## src/rtl/hvac_pkg.sv

```systemverilog
// Shared definitions for the HVAC sequencer: state encoding, mode and timer width.
package hvac_pkg;
  localparam int TIMER_W = 16;

  typedef enum logic [2:0] {
    ST_IDLE    = 3'd0,
    ST_PREFAN  = 3'd1,
    ST_HEAT    = 3'd2,
    ST_COOL    = 3'd3,
    ST_POSTFAN = 3'd4,
    ST_LOCKOUT = 3'd5
  } state_e;

  typedef enum logic {
    MODE_HEAT = 1'b0,
    MODE_COOL = 1'b1
  } mode_e;

  // Timer is loaded with duration-1 so a state lasts exactly 'd' cycles.
  function automatic logic [TIMER_W-1:0] dur_m1(input int unsigned d);
    return TIMER_W'(d - 1);
  endfunction
endpackage

```

## src/rtl/hvac_timer.sv

```systemverilog
// Loadable down counter that saturates at zero; zero flags the final cycle of a state.
import hvac_pkg::*;

module hvac_timer (
  input  logic               clk,
  input  logic               reset,
  input  logic               load,
  input  logic [TIMER_W-1:0] load_val,
  output logic               zero
);
  logic [TIMER_W-1:0] cnt_q, cnt_d;

  always_comb begin
    cnt_d = cnt_q;
    if (load)              cnt_d = load_val;
    else if (cnt_q != '0)  cnt_d = cnt_q - 1'b1;
  end

  always_ff @(posedge clk or posedge reset) begin
    if (reset) cnt_q <= '0;
    else       cnt_q <= cnt_d;
  end

  assign zero = (cnt_q == '0);
endmodule

```

## src/rtl/hvac_sequencer.sv

```systemverilog
// Heat/cool sequencer: pre-purge, minimum on-time, post-purge and lockout with
// registered Moore outputs derived from the next state so they track 'state'.
import hvac_pkg::*;

module hvac_sequencer #(
  parameter int unsigned FAN_PRE  = 4,
  parameter int unsigned MIN_ON   = 10,
  parameter int unsigned FAN_POST = 6,
  parameter int unsigned MIN_OFF  = 8
) (
  input  logic       clk,
  input  logic       reset,
  input  logic       heat_req,
  input  logic       cool_req,
  output logic       fan_en,
  output logic       heater_en,
  output logic       compressor_en,
  output logic       busy,
  output logic       fault,
  output logic [2:0] state
);
  state_e             state_q, state_d;
  mode_e              mode_q, mode_d;
  logic               tmr_load, tmr_zero;
  logic [TIMER_W-1:0] tmr_val;
  logic               req_on, req_opp;
  logic               fan_q, heater_q, comp_q, busy_q, fault_q;

  hvac_timer u_timer (
    .clk      (clk),
    .reset    (reset),
    .load     (tmr_load),
    .load_val (tmr_val),
    .zero     (tmr_zero)
  );

  assign req_on  = (mode_q == MODE_HEAT) ? heat_req : cool_req;
  assign req_opp = (mode_q == MODE_HEAT) ? cool_req : heat_req;

  always_comb begin
    state_d  = state_q;
    mode_d   = mode_q;
    tmr_load = 1'b0;
    tmr_val  = '0;
    case (state_q)
      ST_IDLE: begin
        if (heat_req ^ cool_req) begin
          state_d  = ST_PREFAN;
          mode_d   = heat_req ? MODE_HEAT : MODE_COOL;
          tmr_load = 1'b1;
          tmr_val  = dur_m1(FAN_PRE);
        end
      end
      ST_PREFAN: begin
        if (!req_on) begin
          state_d = ST_IDLE;
        end else if (tmr_zero) begin
          state_d  = (mode_q == MODE_HEAT) ? ST_HEAT : ST_COOL;
          tmr_load = 1'b1;
          tmr_val  = dur_m1(MIN_ON);
        end
      end
      ST_HEAT, ST_COOL: begin
        // Demand loss or an opposite request only ends the cycle after MIN_ON.
        if (tmr_zero && (!req_on || req_opp)) begin
          state_d  = ST_POSTFAN;
          tmr_load = 1'b1;
          tmr_val  = dur_m1(FAN_POST);
        end
      end
      ST_POSTFAN: begin
        if (tmr_zero) begin
          state_d  = ST_LOCKOUT;
          tmr_load = 1'b1;
          tmr_val  = dur_m1(MIN_OFF);
        end
      end
      ST_LOCKOUT: begin
        if (tmr_zero) state_d = ST_IDLE;
      end
      default: state_d = ST_IDLE;
    endcase
  end

  always_ff @(posedge clk or posedge reset) begin
    if (reset) begin
      state_q  <= ST_IDLE;
      mode_q   <= MODE_HEAT;
      fan_q    <= 1'b0;
      heater_q <= 1'b0;
      comp_q   <= 1'b0;
      busy_q   <= 1'b0;
      fault_q  <= 1'b0;
    end else begin
      state_q  <= state_d;
      mode_q   <= mode_d;
      fan_q    <= (state_d == ST_PREFAN) || (state_d == ST_HEAT) ||
                  (state_d == ST_COOL)   || (state_d == ST_POSTFAN);
      heater_q <= (state_d == ST_HEAT);
      comp_q   <= (state_d == ST_COOL);
      busy_q   <= (state_d != ST_IDLE);
      fault_q  <= heat_req & cool_req;
    end
  end

  assign fan_en        = fan_q;
  assign heater_en     = heater_q;
  assign compressor_en = comp_q;
  assign busy          = busy_q;
  assign fault         = fault_q;
  assign state         = state_q;
endmodule

```

## config.mk

```make
export PLATFORM = sky130hd
export DESIGN_NAME = hvac_sequencer
export DESIGN_NICKNAME = d
export VERILOG_FILES = /design/src/rtl/hvac_pkg.sv /design/src/rtl/hvac_timer.sv /design/src/rtl/hvac_sequencer.sv
export SDC_FILE = /design/constraint.sdc
export NUM_CORES = 1
export LEC_CHECK = 0
export CAP_MARGIN = 0
export CORE_ASPECT_RATIO = 0.75
export CORE_MARGIN = 2
export CORE_UTILIZATION = 60
export DETAILED_ROUTE_END_ITERATION = 10
export GPL_TIMING_DRIVEN = 0
export HOLD_SLACK_MARGIN = 0.02
export PLACE_DENSITY = 0.82
export SYNTH_ARGS = -nofsm -noshare
export SYNTH_HDL_FRONTEND = slang
export SYNTH_SLANG_ARGS = --single-unit
```

## constraint.sdc

```tcl
create_clock -name clk -period 5.6 [get_ports clk]
set_clock_uncertainty 0.1 [all_clocks]
set_input_delay 1.68 -clock clk [delete_from_list [all_inputs] [get_ports clk]]
set_output_delay 1.68 -clock clk [all_outputs]
set_load 0.02 [all_outputs]
```

**Yosys cells after proc, flatten, opt, wreduce, memory -nomap -nowiden**

Cells that the tools add are included.

- Muxes and demuxes: 24
- $add $sub $neg: 1
- Magnitude comparators: 0
- Equal/unequal tests: 9
- Div/mod/pow operators: 0
- Shifts and indexed selects: 0
- Multiply operators: 0
- Reduce and logical (&&, ||, !) cells: 13
- Bitwise logic cells: 2

Operators by type and width:

| operator | number |
|---|---|
| 2-to-1 mux 16 bit | 2 |
| 2-to-1 mux 3 bit | 8 |
| logical NOT 16 bit | 1 |
| one-hot mux 4 bit (4 select lines) | 1 |
| nonzero test 16 bit | 1 |
| subtractor 16 x 1 -> 16 bit (second input constant) | 1 |
| one-hot mux 3 bit (5 select lines) | 1 |
| == test 3 x 2 -> 1 bit (second input constant) | 4 |
| == test 3 bit (second input constant) | 3 |
| 2-to-1 mux 1 bit | 8 |
| 2-to-1 mux 4 bit | 2 |
| == test 3 x 1 -> 1 bit (second input constant) | 2 |
| logical OR 1 bit | 4 |
| one-hot mux 1 bit (4 select lines) | 1 |
| logical NOT 3 bit | 1 |
| nonzero test 3 bit | 1 |
| 2-to-1 mux 2 bit | 1 |
| AND reduction 2 bit | 1 |
| nonzero test 2 bit | 1 |
| OR reduction 2 bit | 1 |
| AND 1 bit | 1 |
| logical AND 1 bit | 1 |
| logical NOT 1 bit | 1 |
| bitwise XOR 1 bit | 1 |

- Word-level logic and storage cells: 57
- Output and inout bits: 8
- Register bits: 25
- Memories: 0
- Memory bits (read-only): 0
- Latch bits: 0
- Memory bits (writable): 0

**Logic depth before layout (Yosys ltp)**

- Word-level depth: 10
- Mapped depth: 9

**Modules after synthesis**

Synthesis repeated with hierarchy kept, for this count alone.

- Cells, all modules: 157
- Area total of the unflattened synthesis: 1527.7 sq um

Modules (own cells, without submodules):

| module | times used | area each (sq um) | cells an instance |
|---|---|---|---|
| hvac_timer | 1 | 993.5 | 102 |
| hvac_sequencer | 1 | 534.3 | 55 |

**Worst setup path after synthesis**

Ideal clock, no wire load.

- Path kind: in2reg
- From: input port heat_req
- To: register heater_q (netlist: heater_en)
- Stages on the path: 4
- Arrival time: 2733 ps
- Library setup time: 120 ps
- Data required time: 5380 ps
- Setup slack: 2647 ps
- Cell sequence: ha_1 -> nor4b_1 -> nor2_1 -> and3b_1

- Cells in the longest elaborated chain, start to end: 7

RTL lines:

| item | RTL line | text |
|---|---|---|
| from (decl) | hvac_sequencer.sv:13 | `input logic heat_req,` |
| 2-to-1 mux 1 bit | hvac_sequencer.sv:37 | `assign req_on = (mode_q == MODE_HEAT) ? heat_req : cool_req;` |
| logical NOT 1 bit | hvac_sequencer.sv:65 | `if (tmr_zero && (!req_on \|\| req_opp)) begin` |
| logical OR 1 bit | hvac_sequencer.sv:65 |  |
| logical AND 1 bit | hvac_sequencer.sv:65 |  |
| 2-to-1 mux 3 bit | hvac_sequencer.sv:65 |  |
| one-hot mux 3 bit (5 select lines) * | hvac_sequencer.sv:45 | `case (state_q)` |
| == test 3 x 2 -> 1 bit * | hvac_sequencer.sv:99 | `heater_q <= (state_d == ST_HEAT);` |
| to (signal assigned) | hvac_sequencer.sv:99 |  |
| to (decl) | hvac_sequencer.sv:27 | `logic fan_q, heater_q, comp_q, busy_q, fault_q;` |

Every way passes the cells marked *; elsewhere a longest branch is shown, timed or not.
A chain may end at the register's enable or synchronous reset.

**Final worst setup path**

- From: input port cool_req
- To: register heater_q (netlist: heater_en)

- Cells in the longest elaborated chain, start to end: 7

RTL lines:

| item | RTL line | text |
|---|---|---|
| from (decl) | hvac_sequencer.sv:14 | `input logic cool_req,` |
| 2-to-1 mux 1 bit | hvac_sequencer.sv:37 |  |
| logical NOT 1 bit | hvac_sequencer.sv:65 |  |
| logical OR 1 bit | hvac_sequencer.sv:65 |  |
| logical AND 1 bit | hvac_sequencer.sv:65 |  |
| 2-to-1 mux 3 bit | hvac_sequencer.sv:65 |  |
| one-hot mux 3 bit (5 select lines) * | hvac_sequencer.sv:45 |  |
| == test 3 x 2 -> 1 bit * | hvac_sequencer.sv:99 |  |

Marked as above.

==> flow_summary.json <==
{
  "ir_worst_vdd_mv": 0.248,
  "r2r_cells": 8,
  "rows": 15,
  "dp_hpwl_um": 2070,
  "cts_tree": "done",
  "hold_violations": 0,
  "startpoint_type": "input port",
  "place_congestion": 0.833,
  "dr.pass1.iters": 4,
  "tns_ps": 0,
  "grt_usage": 0.243,
  "regToRegSetupSlack_ps": 3320,
  "seqCellArea_um2": 626,
  "die_w_um": 60.3,
  "cellPowerDensity_nw_per_um2": 528,
  "reg2reg_from": "u_timer.cnt_q[0]",
  "synth_warnings": 0,
  "async_flop_share": 1.00,
  "hold_path_class": "reg2reg",
  "antenna_found_initial": 0,
  "fill_cells": 166,
  "cts_sinks": 25,
  "worst-setup-path-type": "in2reg",
  "multi_input_area_um2": 748,
  "setup.worst_path.end_class": "register",
  "status": "completed",
  "syn2layout_area_growth_pct": 12.5,
  "clock_path_buffers": 2,
  "drc": 0,
  "p_leak_uw": 0.000703,
  "drv_slew": 0,
  "synth.net_count": 149,
  "n_antenna_cell": 0,
  "cts_root_buf": "clkbuf_4",
  "drive_above_1_share": 0.108,
  "syn-mean-instance-area_um2": 10.0,
  "ant_nets": 0,
  "clkTransAtPathRegs_ps": 130,
  "start_util": 0.628,
  "maxCapViolCount": 0,
  "vias": 1088,
  "cts_max_level": 1,
  "synth_cells": 142,
  "wl_per_cell_um": 14.7,
  "cp-startpoint": "cool_req",
  "place_ws_ps": 1860,
  "setup_ws_ps": 2150,
  "io_pins": 12,
  "post_cts_buffers": 0,
  "hold_end": "u_timer.cnt_q[15]",
  "grt_pass1_wl_um": 4820,
  "dr_wl_met3_um": 151,
  "setup_viol": 0,
  "syn_area_um2": 1430,
  "ys_seq_area_frac": 0.439,
  "synth-seq-cells": 25,
  "synth_edf_count": 0,
  "highest_layer": "met4",
  "routed_via_density": 5.70,
  "clk_latency_ps": 310,
  "cp_max_fo": 5,
  "period_minus_slack_ps": 3450,
  "met1_length_um": 1380,
  "worst_slew_pin_slew_ps": 912,
  "synth_top_flop_cell": "dfrtp_1",
  "cts_hold_buf": 0,
  "hold_path_depth": 2,
  "worstPathArrival_ps": 3560,
  "whs_ps": 477,
  "cts_resized": 0,
  "grt_max_degree": 26,
  "maxSlewHeadroom": 0.391,
  "port_buffers": 11,
  "synthDistinctLibCells": 40,
  "nNetsFinal": 165,
  "fmax_mhz": 290,
  "grt_pass1_vias": 973,
  "wl_met2_um": 1260,
  "rsz0062_at_grt": "no",
  "drt_iter0_drc": 55,
  "worstPathRequired_ps": 5710,
  "grt-ovfl-total": 0,
  "min-delay-start": "u_timer.cnt_q[15]",
  "finalCritPeriodShare": 0.616,
  "die_h_um": 46.2,
  "routed_wl_um": 2810,
  "cts_made_buffers": 3,
  "dieArea_um2": 2790,
  "r2r-end": "heater_en",
  "core_area_um2": 2270
}
## per-layer routing
metal | vias up | global-route usage
met3 | 4 | 0.0674
met2 | 25 | 0.335
met5 | - | 0
li1 | 537 | -
met1 | 522 | 0.379
met4 | 0 | 0.0489
## power breakdown
group | switching [uW] | internal, uW
Combinational | 242 | 201
Clock | 50.3 | 27.9
Sequential | 81.9 | 245
## worst max-delay path, stage by stage
cell	delay, ps
clkdlybuf4s50_1	480
ha_1	340
nor4b_1	610
nor2_1	220
and3b_1	230
## worst max-delay path by stage
stage	end	slack [ps]	cells past startpoint
after floorplan	heater_en	2650	4
after global routing	heater_en	2060	5
after CTS	heater_en	2190	5
after global placement	heater_en	1830	5
after detailed placement	heater_en	1860	5
final	heater_en	2150	5
## registers in the layout, summed over array words and instances, names as in the netlist
register,flops
busy,1
compressor_en,1
fan_en,1
fault,1
heater_en,1
mode_q,1
state,3
u_timer.cnt_q,16
## cells by family (layout without fill, tap and decap cells)
family,count (synthesis),count (layout),synth area share
and+or+nand+nor,66,66,0.285
AOI/OAI and AO/OA,25,25,0.126
xor gates and xnor gates,13,13,0.0798
DFF,25,25,0.439
muxes,1,1,0.00702
adders and majority gates,3,3,0.0263
buffers and inverters,9,24,0.0368
## cells in the mapped netlist, types with 3 or more instances
cell      instances  area (um^2)
nor2_1           22         82.6
nand3b_1          4         30.0
nor3_1            4         20.0
xor2_1           12          105
nand2_1           5         18.8
nand3_1           6         30.0
nand4_1           6         37.5
a21oi_1           9         45.0
buf_2             3         15.0
dfrtp_1          25          626
inv_1             4         15.0
ha_1              3         37.5
## through the flow
step / util / cells / instance area (um^2) / power, uW
3_3_place_gp: 0.695 / 187 / 1580 / 745
2_1_floorplan: - / 142 / 1430 / 649
5_1_grt: 0.707 / 191 / 1610 / 916
4_1_cts: 0.707 / 191 / 1610 / 848
6_report: 0.707 / 191 / 1610 / 848
3_5_place_dp: 0.695 / 187 / 1580 / 767
## area by class of cell
type                       instances  area share
tap                               34      0.0265
clock buffer                       4      0.0164
timing repair buffer              11      0.0686
inverter                           4     0.00935
multi-input combinational        108       0.466
sequential                        25       0.390
buffer                             5      0.0234
## cell usage in the layout (no fill, tap or decap), types with 4 or more instances in the layout
| cell type | instances |
|---|---|
| nand2_1 | 5 |
| nand3b_1 | 4 |
| nand3_1 | 6 |
| clkdlybuf4s50_1 | 11 |
| nor2_1 | 22 |
| a21oi_1 | 9 |
| dfrtp_1 | 25 |
| inv_1 | 4 |
| nand4_1 | 6 |
| nor3_1 | 4 |
| xor2_1 | 12 |
Note: power is estimated with default switching activity, not from simulation.
